==> src/rtl/sample_flow_engine_if.sv <==
// Sample-in / result-out handshake bundle for sample_flow_engine.
interface sample_flow_engine_if #(
    parameter int unsigned WIDTH = 8
);
    logic             in_valid;
    logic             in_ready;
    logic [WIDTH-1:0] in_data;
    logic [1:0]       mode;
    logic             out_valid;
    logic             out_ready;
    logic [WIDTH-1:0] out_data;

    modport master (
        output in_valid, in_data, mode, out_ready,
        input  in_ready, out_valid, out_data
    );

    modport slave (
        input  in_valid, in_data, mode, out_ready,
        output in_ready, out_valid, out_data
    );
endinterface

==> src/rtl/sample_flow_engine.sv <==
// Handshaked sample-flow recurrence: A <= (A >> DIV_SHIFT) + x + (A >> SQ_SHIFT)^2,
// squaring done by a serial shift-add multiplier; wrap, saturate or seed-load per sample.
module sample_flow_engine #(
    parameter int unsigned WIDTH     = 8,
    parameter int unsigned DIV_SHIFT = 2,
    parameter int unsigned SQ_SHIFT  = 3,
    parameter int unsigned COUNT_W   = 16
) (
    input  logic               clk,
    input  logic               reset,
    sample_flow_engine_if.slave bus,
    output logic               ovf_sticky,
    input  logic               clr_ovf,
    output logic [COUNT_W-1:0] step_count
);
    localparam int unsigned WQ    = WIDTH - SQ_SHIFT;
    localparam int unsigned PW    = 2 * WQ;
    localparam int unsigned SUM_W = 2 * WIDTH + 1;
    localparam int unsigned BIT_W = $clog2(WQ + 1);

    typedef enum logic [1:0] {IDLE, MUL, ADD, OUT} state_t;

    state_t             state_q, state_d;
    logic [WIDTH-1:0]   a_q;
    logic [WIDTH-1:0]   x_q;
    logic [1:0]         mode_q;
    logic [PW-1:0]      mcand_q;
    logic [WQ-1:0]      mplier_q;
    logic [PW-1:0]      prod_q;
    logic [BIT_W-1:0]   bit_q;
    logic [WIDTH-1:0]   out_data_q;
    logic               out_valid_q;
    logic               in_ready_q;
    logic               ovf_q;
    logic [COUNT_W-1:0] cnt_q;

    logic [SUM_W-1:0]   sum;
    logic               sum_ovf;
    logic               is_load;
    logic               step_ovf;
    logic [WIDTH-1:0]   a_next;

    // Next-state and the single-cycle ADD datapath
    always_comb begin
        state_d  = state_q;
        is_load  = (mode_q == 2'b10);
        sum      = SUM_W'(a_q >> DIV_SHIFT) + SUM_W'(x_q) + SUM_W'(prod_q);
        sum_ovf  = |sum[SUM_W-1:WIDTH];
        step_ovf = sum_ovf && !is_load;
        a_next   = sum[WIDTH-1:0];
        if (is_load) begin
            a_next = x_q;
        end else if (mode_q == 2'b01 && sum_ovf) begin
            a_next = '1;
        end

        case (state_q)
            IDLE: if (bus.in_valid) state_d = (bus.mode == 2'b10) ? ADD : MUL;
            MUL:  if (bit_q == BIT_W'(WQ - 1)) state_d = ADD;
            ADD:  state_d = OUT;
            OUT:  if (bus.out_ready) state_d = IDLE;
            default: state_d = IDLE;
        endcase
    end

    always_ff @(posedge clk) begin
        if (reset) begin
            state_q     <= IDLE;
            a_q         <= '0;
            x_q         <= '0;
            mode_q      <= '0;
            mcand_q     <= '0;
            mplier_q    <= '0;
            prod_q      <= '0;
            bit_q       <= '0;
            out_data_q  <= '0;
            out_valid_q <= 1'b0;
            in_ready_q  <= 1'b1;
            ovf_q       <= 1'b0;
            cnt_q       <= '0;
        end else begin
            state_q     <= state_d;
            in_ready_q  <= (state_d == IDLE);
            out_valid_q <= (state_d == OUT);

            if (state_q == IDLE && bus.in_valid) begin
                x_q      <= bus.in_data;
                mode_q   <= bus.mode;
                mcand_q  <= PW'(WQ'(a_q >> SQ_SHIFT));
                mplier_q <= WQ'(a_q >> SQ_SHIFT);
                prod_q   <= '0;
                bit_q    <= '0;
            end

            // One multiplier bit per cycle, LSB first
            if (state_q == MUL) begin
                if (mplier_q[0]) prod_q <= prod_q + mcand_q;
                mcand_q  <= mcand_q << 1;
                mplier_q <= mplier_q >> 1;
                bit_q    <= bit_q + BIT_W'(1);
            end

            if (state_q == ADD) begin
                a_q        <= a_next;
                out_data_q <= a_next;
                cnt_q      <= cnt_q + COUNT_W'(1);
            end

            // A same-cycle overflow beats the clear
            if (state_q == ADD && step_ovf) begin
                ovf_q <= 1'b1;
            end else if (clr_ovf) begin
                ovf_q <= 1'b0;
            end
        end
    end

    assign bus.in_ready  = in_ready_q;
    assign bus.out_valid = out_valid_q;
    assign bus.out_data  = out_data_q;
    assign ovf_sticky    = ovf_q;
    assign step_count    = cnt_q;
endmodule

==> src/flat_wrapper.sv <==
// flat-port wrapper written by rule: the top's interface ports become plain ports
module sample_flow_engine_flat 
#(
    parameter int unsigned WIDTH     = 8,
    parameter int unsigned DIV_SHIFT = 2,
    parameter int unsigned SQ_SHIFT  = 3,
    parameter int unsigned COUNT_W   = 16
)
  (clk, reset, ovf_sticky, clr_ovf, step_count, bus_in_valid, bus_in_data, bus_mode, bus_out_ready, bus_in_ready, bus_out_valid, bus_out_data);
  sample_flow_engine_if #(.WIDTH(WIDTH)) bus_i ();
  input  logic clk;
  input  logic reset;
  output logic ovf_sticky;
  input  logic clr_ovf;
  output logic [COUNT_W-1:0] step_count;
  input wire logic [$bits(bus_i.in_valid)-1:0] bus_in_valid;
  input wire logic [$bits(bus_i.in_data)-1:0] bus_in_data;
  input wire logic [$bits(bus_i.mode)-1:0] bus_mode;
  input wire logic [$bits(bus_i.out_ready)-1:0] bus_out_ready;
  output wire logic [$bits(bus_i.in_ready)-1:0] bus_in_ready;
  output wire logic [$bits(bus_i.out_valid)-1:0] bus_out_valid;
  output wire logic [$bits(bus_i.out_data)-1:0] bus_out_data;
  assign bus_i.in_valid = bus_in_valid;
  assign bus_i.in_data = bus_in_data;
  assign bus_i.mode = bus_mode;
  assign bus_i.out_ready = bus_out_ready;
  assign bus_in_ready = bus_i.in_ready;
  assign bus_out_valid = bus_i.out_valid;
  assign bus_out_data = bus_i.out_data;
  sample_flow_engine #(.WIDTH(WIDTH), .DIV_SHIFT(DIV_SHIFT), .SQ_SHIFT(SQ_SHIFT), .COUNT_W(COUNT_W)) u_core (.clk(clk), .reset(reset), .bus(bus_i), .ovf_sticky(ovf_sticky), .clr_ovf(clr_ovf), .step_count(step_count));
endmodule
==> config.mk <==
export PLATFORM = sky130hd
export DESIGN_NAME = sample_flow_engine_flat
export DESIGN_NICKNAME = d
export VERILOG_FILES = /design/src/rtl/sample_flow_engine_if.sv /design/src/rtl/sample_flow_engine.sv /design/src/flat_wrapper.sv
export SDC_FILE = /design/constraint.sdc
export NUM_CORES = 1
export LEC_CHECK = 0
export CORE_AREA = 5 5 89 91
export CTS_CLUSTER_SIZE = 8
export DETAILED_ROUTE_END_ITERATION = 8
export DIE_AREA = 0 0 94 96
export PLACE_DENSITY = 0.88
export SYNTH_ARGS = -nofsm -noshare
export SYNTH_HDL_FRONTEND = slang
export SYNTH_SLANG_ARGS = --single-unit
==> constraint.sdc <==
create_clock -name clk -period 8.73 [get_ports clk]
set_input_delay 1.3095 -clock clk [delete_from_list [all_inputs] [get_ports clk]]
set_output_delay 1.3095 -clock clk [all_outputs]
set_load 0.02 [all_outputs]
* Yosys cells after proc, flatten, opt, wreduce, memory -nomap -nowiden *
Index checks and enable logic that the tools add are counted.

word-level totals
  register bits = 67
  word-level logic and storage cells = 56
  bits of input ports = 15
  output and inout bits = 27

cells by class
  $add $sub $neg = 5
  reductions and logical operators = 11
  multiplexer cells = 18
  equal/unequal tests = 8

operators with widths
  kind                                           count
  2-to-1 mux 10 bit                              5
  adder 17 x 10 -> 17 bit                        1
  adder 16 x 1 -> 16 bit, second input constant  1
  2-to-1 mux 8 bit                               2
  adder 10 bit                                   1
  == test 2 bit, second input constant           5
  adder 6 x 8 -> 9 bit                           1
  OR reduction 9 bit                             1
  2-to-1 mux 2 bit                               4
  2-to-1 mux 4 bit                               2
  case mux 2 bit (4 select lines)                1
  2-to-1 mux 3 bit                               2
  == test 2 x 1 -> 1 bit, second input constant  2
  logical AND 1 bit                              4
  logical NOT 2 bit                              2
  nonzero test 2 bit                             2
  adder 3 x 1 -> 3 bit, second input constant    1
  == test 3 bit, second input constant           1
  2-to-1 mux 1 bit                               2
  OR reduction 2 bit                             1
  logical NOT 1 bit                              1

* Depth between registers and ports, before layout *
Gate-level depths: netlist of the first run.

  word-level depth = 6
  depth in mapped cells = 16
  mapped depth without buffers = 16

* Least setup slack after synthesis of the first run *
Ideal clock, no wire load.

  path kind = reg-to-reg
  start = register u_core.bus.out_data[2] (netlist name)
  end = register u_core.out_data_q[0] (netlist: u_core.bus.out_data[0])
  setup slack = 5.461 ns
  cell stages (with the launch flop) = 17
  data arrival time = 3.134 ns
  data required time = 8.595 ns
  setup time = 0.135 ns
  buffers on the path = 0
  clock period less this slack = 3.269 ns
  cell sequence = dfxtp_1 ha_1 inv_1 fa_1 inv_1 a21o_1 a21oi_1 o21bai_1 a21o_1 xor2_1 ha_1 a21o_1 a21o_1 a211oi_1 a211oi_1 nor3b_4 o21ai_0

RTL lines
  element               RTL line                   RTL
  to (signal assigned)  sample_flow_engine.sv:105  out_data_q <= a_next;
  to (decl)             sample_flow_engine.sv:31   logic [WIDTH-1:0] out_data_q;

==> results of run 1 <==
worst max-delay path: cells and delay by family, from the launching register on:
family | cells | cell delay (ns)
DFF | 1 | 0.46
AOI/OAI and AO/OA | 9 | 1.53
buffers and inverters | 2 | 0.17
adders and majority gates | 2 | 0.76
and+or+nand+nor | 1 | 0.38
xor gates and xnor gates | 1 | 0.16
state kept, by name, indices dropped and copies added (netlist names):
register              flops
u_core.x_q                8
u_core.mplier_q           5
u_core.state_q            2
u_core.prod_q            10
u_core.bus.out_valid      1
u_core.ovf_sticky         1
u_core.bus.in_ready       1
u_core.mode_q             2
u_core.bus.out_data       8
u_core.mcand_q           10
u_core.bit_q              3
u_core.step_count        16
kinds of logic (layout without fill, tap and decap cells):
kind of cell               Yosys count  in the layout
AOI/OAI and AO/OA                  114            114
xor gates and xnor gates            27             27
adders and majority gates           30             30
buffers and inverters               38             76
DFF                                 67             67
muxes                                4              4
and+or+nand+nor                    176            176
metrics by stage:
step / area, um2 / hold WS, ns / power [mW] / util (%) / instances
finish: 4493 / 0.4785 / 0.7547 / 63.65 / 593
CTS: 4493 / 0.4859 / 0.7577 / 63.65 / 593
floorplan: 3771 / 0.4492 / 0.4056 / - / 456
detailed placement: 4245 / 0.4748 / 0.4391 / 60.14 / 577
global route: 4493 / 0.5208 / 0.7836 / 63.65 / 593
global placement: 4245 / 0.4594 / 0.4353 / 60.14 / 577
worst paths after layout:
kind | startpoint | endpoint | slack [ns] | cells after the start
setup reg to reg | u_core.bus.out_data[3] | u_core.bus.out_data[3] | 5.12 | 15
hold reg to reg | u_core.ovf_sticky | u_core.ovf_sticky | 0.48 | 2
hold / removal | u_core.ovf_sticky | u_core.ovf_sticky | 0.48 | 2
setup / recovery | u_core.bus.out_data[3] | u_core.bus.out_data[3] | 5.12 | 15
area by class of cell:
class,instances,area (um2)
Multi-Input combinational cell,351,2292
Timing Repair Buffer,44,427.9
Inverter,16,60.06
Sequential cell,67,1341
Clock buffer,9,123.9
Fill cell,607,2566
Clock inverter,7,123.9
Tap cell,99,123.9
report_power, final:
| part | internal [mW] | switching (mW) |
|---|---|---|
| combinational | 0.0418 | 0.0604 |
| clock | 0.192 | 0.129 |
| sequential | 0.317 | 0.0144 |
| total | 0.551 | 0.204 |
synth_stat cells, types with 7 or more instances:
| cell | count |
|---|---|
| a211oi_1 | 10 |
| a21o_1 | 8 |
| a21oi_1 | 34 |
| a22oi_1 | 10 |
| clkbuf_1 | 22 |
| dfxtp_1 | 67 |
| ha_1 | 27 |
| inv_1 | 16 |
| nand2_1 | 52 |
| nand2b_1 | 8 |
| nand3_1 | 7 |
| nor2_1 | 62 |
| nor2b_1 | 10 |
| nor3_1 | 10 |
| o21ai_0 | 17 |
| xnor2_1 | 16 |
| xor2_1 | 11 |
metal layers:
metal  up-vias  wire length (um)  global-route usage (%)
li1       1677                 -                       -
met1      1596              3963                   27.43
met2       139              4259                   35.36
met3        25               601                   5.786
met4         0               201                   6.137
met5         -                 0                       0
==> metrics.md, run 1 <==
| Metric | Value |
|---|---|
| Worst-path clk slew | `0.08 ns` |
| Final setup fails | `0` |
| Drt first pass iters | `6` |
| Worst slew margin | `30.34%` |
| Crit-path cells | `inv_1 > fa_1 > inv_1 > a21o_1 > a21oi_1 > o21bai_1 > a21o_1 > xor2_1 > ha_1 > a21o_1 > a21o_1 > a211oi_1 > a211oi_1 > nor3b_4 > o21ai_0` |
| Commonest non-fill, non-tap cell in the layout | `dfxtp_1` |
| Commonest non-fill, non-tap cells in the layout | `dfxtp_1 (67), nor2_1 (62), nand2_1 (52)` |
| DRC | `0` |
| Syn Nets | `501` |
| GRT Overall Usage | `21.37%` |
| EDFF count, synth | `0` |
| Cell taking the most area after synthesis | `dfxtp_1` |
| Cell row count | `31` |
| Routability congestion estimate | `0.8622` |
| Gate Count Post-Synth | `456` |
| First-pass GRT wire length | `15410 um` |
| Post-Place Setup Slack | `5.213 ns` |
| IO buf count | `41` |
| Cts bufs inserted | `9` |
| Synth unique cells | `47` |
| Max-cap viol count | `0` |
| Pin count of the biggest net entering global routing | `71` |
| CP peak stage delay | `0.46 ns` |
| Clock Latency Late Sink | `0.35 ns` |
| CTS root buf | `clkbuf_8` |
| Global route overflow | `0` |
| Post-layout min period | `3.606 ns` |
| Setup slack after layout | `5.124 ns` |
| Synth Area in Adders | `10.55%` |
| HPWL Detailed | `6424 um` |
| Ys Warns | `0` |
| Worst vdd ir | `0.0001245 V` |
| I/O Pins | `42` |
| Post-CTS setup buffer count | `0` |
| Syn Std Cell Area | `3771 um2` |
| Synth top area cells | `dfxtp_1 (36%), ha_1 (9.0%), nor2_1 (6.2%), nand2_1 (5.2%), a21oi_1 (4.5%)` |
| PD cells | `168.0 nW/um2` |
| Slowest cell on the critical path | `dfxtp_1` |
| TritonCTS clock tree | `done` |
| DRT Wirelength | `9026 um` |
| Clock Sinks | `67` |
| F_max | `277.3 MHz` |
| Flops & latches, synth | `67` |
| Ys async rst share | `0%` |
| Post-CTS Resized | `0` |
| Die area | `9024 um2` |
| Status | `finished, final reports clean` |
| Crit start category | `register` |
| Area growth, synth to finish | `19.14%` |
| ANT nets after route | `0` |
| Most common cell on crit path | `a21o_1` |
| Sum Neg Setup Slack | `0 ns` |
| Fraction of layout cells with a size suffix above 1 | `6.275%` |
| Core area | `7059 um2` |
| Worst-margin pin slew | `1.043 ns` |
| Worst clock skew | `0.01062 ns` |
| Main synth FF type | `dfxtp_1` |
| Critical path peak fanout | `8` |
| Max Slew Vio Count | `0` |
| Vias per cell | `5.796` |
| Initial Util | `53.42%` |
| Leak Pwr | `1.818 nW` |
| CP Capture Type | `register` |
| Iter 0 DRT Violations | `362` |
| Final Hold Viols | `0` |
| Mux contribution to synthesized area | `1.095%` |
| Vert. Die Dim | `96 um` |
| Synth Area in Simple Gates | `22.13%` |
| RSZ-0062 raised after global routing | `no` |
| ANT cells | `0` |
| Synth Area in XOR/XNOR | `6.271%` |
| Setup CP Type | `reg -> reg` |
| Largest family of logic cells by synthesized area | `simple AND/OR/NAND/NOR gates` |
| Final nets | `534` |
| Syn avg cell area | `8.270 um2` |
| Post-CTS Hold Buffers | `0` |
| Die Span X | `94 um` |
| Hold WC Path Type | `reg -> reg` |
| Crit share post-route | `41.31%` |
| Synth top area share | `35.57%` |
| Post-synthesis sequential area ratio | `35.57%` |
| Vias in the first global route | `3353` |
| H-tree Lvls | `3` |
| Clock buffer depth | `2` |
| CP required | `8.93 ns` |
| Crit path DAT | `3.81 ns` |
| Compound-Gate Fraction of Synth Area | `20.60%` |
| Via Count | `3437` |
| Routed wire per std cell | `15.22 um` |
| Initial antenna violation count | `0` |
No activity file was read; power rests on OpenSTA's default activity.
==> run 2, diff against run 1 <==
--- a/config.mk
+++ b/config.mk
@@ -5,11 +5,11 @@
 export SDC_FILE = /design/constraint.sdc
 export NUM_CORES = 1
 export LEC_CHECK = 0
-export CORE_AREA = 5 5 89 91
+export CORE_AREA = 5 5 92 94
 export CTS_CLUSTER_SIZE = 8
 export DETAILED_ROUTE_END_ITERATION = 8
-export DIE_AREA = 0 0 94 96
-export PLACE_DENSITY = 0.88
+export DIE_AREA = 0 0 97 99
+export PLACE_DENSITY = 0.86
 export SYNTH_ARGS = -nofsm -noshare
 export SYNTH_HDL_FRONTEND = slang
 export SYNTH_SLANG_ARGS = --single-unit
==> constraint.sdc (replaced) <==
create_clock -name clk -period 2.9 [get_ports clk]
set_input_delay 0.435 -clock clk [delete_from_list [all_inputs] [get_ports clk]]
set_output_delay 0.435 -clock clk [all_outputs]
set_load 0.02 [all_outputs]
==> run 2 against run 1 <==
  * The flow now finishes with violations (setup timing)
  * Design area up 6.0%
  * Register-to-register slack lost 5.4 ns
  * Non-clock buffer count up 34
  * Power increased to 2.8 times the previous value
  * First-iteration DRC count shrank 35%
  * Die area rose by 6.4%
  * Sequential share of layout area is 1.5 points lower
  * Largest cell class unchanged
==> metrics.md, run 2 (synthesized netlist as in run 1, its figures left out) <==
| Metric | Value |
|---|---|
| Status | `finished, violations left` |
| Violated checks | `setup timing` |
| Final Core Density | `62.96% (-0.68 points)` |
| Crit path max-delay family | `simple AND/OR/NAND/NOR gates` |
| Sw Pwr | `0.6046 mW (+200%)` |
| Via Count | `3625 (+5.5%)` |
| ANT nets after route | `0 (unchanged)` |
| WHS | `0.4517 ns (-0.02681 ns)` |
| Initial antenna violation count | `0 (unchanged)` |
| CP required | `3.15 ns (-5.78 ns)` |
| Clock Sinks | `67 (unchanged)` |
| Leak Pwr | `1.964 nW (+8.0%)` |
| Iter 0 DRT Violations | `235 (-35%)` |
| WHS Path Cells | `3 (+1)` |
| CP peak stage delay | `0.37 ns (-0.09 ns)` |
| Cts bufs inserted | `9 (unchanged)` |
| Final setup fails | `9 (+9)` |
| Buf+Inv Stages, Crit Path | `5 (+3)` |
| Worst-margin pin slew | `0.8534 ns (-0.1894 ns)` |
| Vert. Die Dim | `99 um (+3.1%)` |
| Crit start category | `register` |
| I/O Pins | `42 (unchanged)` |
| PD cells | `448.4 nW/um2 (+170%)` |
| Setup CP Type | `reg -> reg` |
| Gate power share | `17.0% (+3.4 points)` |
| Slowest cell on the critical path | `or3_1` |
| Sum Neg Setup Slack | `-2.086 ns (-2.086 ns)` |
| Internal power | `1.532 mW (+180%)` |
| Hold Path Sink | `u_core.prod_q[8]` |
| Max reg flops | `16 (unchanged)` |
| Switching Share | `28.29% (+1.3 points)` |
| Commonest non-fill, non-tap cell in the layout | `dfxtp_1` |
| Post-Place Setup Slack | `-0.3181 ns (-5.531 ns)` |
| Drt first pass iters | `6 (unchanged)` |
| Worst R2R Start | `u_core.bus.out_data[2]` |
| Pin count of the biggest net entering global routing | `69 (-2.8%)` |
| Worst vdd ir | `0.0002660 V (+110%)` |
| CP Capture Type | `register` |
| Share of total power in the clock network | `36.5% (-6.0 points)` |
| Global route overflow | `0 (unchanged)` |
| Cell row count | `32 (+3.2%)` |
| Worst R2R Path Depth | `17 (+2)` |
| First-pass GRT wire length | `16830 um (+9.2%)` |
| Crit-path cells | `ha_4 > inv_2 > fa_2 > inv_2 > a21o_1 > a21oi_2 > o21bai_1 > a21o_1 > buf_4 > and3_1 > ha_1 > buf_4 > or3_1 > nor3_2 > nor3b_4 > buf_6 > o31ai_1` |
| Vias in the first global route | `3734 (+11%)` |
| Area growth, synth to finish | `26.34%` |
| Final nets | `568 (+6.4%)` |
| Flop pwr share | `46.5% (+2.6 points)` |
| ANT cells | `0 (unchanged)` |
| Core area | `7567 um2 (+7.2%)` |
| H-tree Lvls | `3 (unchanged)` |
| Hold WC Path Type | `in -> reg` |
| Max-cap viol count | `0 (unchanged)` |
| Clock Latency Late Sink | `0.35 ns (about the same)` |
| Initial Util | `49.83% (-3.6 points)` |
| TritonCTS clock tree | `done` |
| Clock buffer depth | `2 (unchanged)` |
| Vias per cell | `5.763 (-0.57%)` |
| CTS root buf | `clkbuf_8` |
| Final Hold Viols | `0 (unchanged)` |
| Routed wire per std cell | `15.63 um (+2.7%)` |
| Crit path DAT | `3.42 ns (-0.39 ns)` |
| Worst clock skew | `0.009411 ns (-0.001206 ns)` |
| Commonest non-fill, non-tap cells in the layout | `dfxtp_1 (62), nor2_1 (61), nand2_1 (51)` |
| Worst-path clk slew | `0.07 ns (about the same)` |
| Worst Min Path Start | `reset` |
| RSZ-0062 raised after global routing | `yes` |
| F_max | `315.1 MHz (+14%)` |
| HPWL Detailed | `7052 um (+9.8%)` |
| Fillers | `614 (+1.2%)` |
| Crit share post-route | `109.4% (+68 points)` |
| Die Span X | `97 um (+3.2%)` |
| Worst slew margin | `42.99% (+13 points)` |
| Setup slack after layout | `-0.2735 ns (-5.398 ns)` |
| DRC | `0 (unchanged)` |
| DRT Wirelength | `9830 um (+8.9%)` |
| RR Endpoint | `u_core.bus.out_data[7]` |
| IO buf count | `41 (unchanged)` |
| Post-layout min period | `3.174 ns (-0.4324 ns)` |
| Reg2Reg Setup Slack | `-0.27 ns (-5.40 ns)` |
| Max Slew Vio Count | `0 (unchanged)` |
| Critical path peak fanout | `8 (unchanged)` |
| Die area | `9603 um2 (+6.4%)` |
| Fraction of layout cells with a size suffix above 1 | `15.56% (+9.3 points)` |
| GRT Overall Usage | `20.87% (-0.50 points)` |
| Routability congestion estimate | `0.8805 (+2.1%)` |
-- run 2: cell count changes in the layout (fill, tap and decap cells not counted), sizes merged --
cell and delta:
inv -2, clkinv +1, bufinv -2, clkbuf +2, buf +34
-- run 2: area by class of cell --
type	instances	area, um2	share of cell area [%]
multi-input combinational	351	2345	49.21
sequential	67	1353	28.39
timing repair buffer	78	686.9	14.42
clock buffer	11	141.4	2.967
tap	102	127.6	2.679
inverter	16	60.06	1.261
clock inverter	4	51.30	1.077
-- run 2: worst max-delay path by stage --
stage / start / end / depth (start not counted)
after floorplan: u_core.bus.out_data[2] / u_core.bus.out_data[5] / 16
after global placement: u_core.bus.out_data[3] / u_core.bus.out_data[6] / 13
after detailed placement: u_core.bus.out_data[2] / u_core.bus.out_data[6] / 17
after CTS: u_core.bus.out_data[2] / u_core.bus.out_data[6] / 17
after global routing: u_core.bus.out_data[2] / u_core.bus.out_data[6] / 17
final: u_core.bus.out_data[2] / u_core.bus.out_data[7] / 17
-- run 2: metal layers --
layer,GRT usage (%),vias up,share of wire [%]
met5,0,-,0
met1,24.08,1723,41
met2,34.98,129,49
met3,6.440,33,6.6
li1,-,1740,-
met4,10.58,0,3.8
-- run 2: worst min-delay path: cells and delay by family --
family | cells | cell delay [ns]
AND/OR/NAND/NOR | 2 | 0.19
buffers and inverters | 1 | 0.12
-- run 2: what timing repair did --
action	CTS	global route
hold buffers	0	0
resized for setup	6	2
setup endpoints to repair	9	9
pin swaps	11	5
buffers inserted	3	1
-- run 2: power by group through the flow --
| stage | clock network [mW] | logic [mW] | registers [mW] |
|---|---|---|---|
| 2_1_floorplan | 0 | 0.213 | 1.01 |
| 3_3_place_gp | 0 | 0.342 | 1.01 |
| 3_5_place_dp | 0 | 0.355 | 1.01 |
| 4_1_cts | 0.787 | 0.360 | 0.992 |
| 5_1_grt | 0.826 | 0.400 | 0.998 |
| 6_report | 0.780 | 0.363 | 0.994 |
-- run 2: metrics by stage --
| step | power, mW | area (um2) | std cells |
|---|---|---|---|
| 3_3_place_gp | 1.351 | 4521 | 610 |
| 5_1_grt | 2.225 | 4765 | 629 |
| 4_1_cts | 2.138 | 4753 | 628 |
| 3_5_place_dp | 1.367 | 4521 | 610 |
| 6_report | 2.137 | 4765 | 629 |
| 2_1_floorplan | 1.224 | 3817 | 456 |
==> run 3, diff against run 2 <==
--- a/config.mk
+++ b/config.mk
@@ -5,6 +5,7 @@
 export SDC_FILE = /design/constraint.sdc
 export NUM_CORES = 1
 export LEC_CHECK = 0
+export CAP_MARGIN = 10
 export CORE_AREA = 5 5 92 94
 export CTS_CLUSTER_SIZE = 8
 export DETAILED_ROUTE_END_ITERATION = 8
@@ -13,3 +14,4 @@
 export SYNTH_ARGS = -nofsm -noshare
 export SYNTH_HDL_FRONTEND = slang
 export SYNTH_SLANG_ARGS = --single-unit
+export TNS_END_PERCENT = 30
==> results of run 3 <==
Final layout, timing and power as in run 2 (identical DEF).
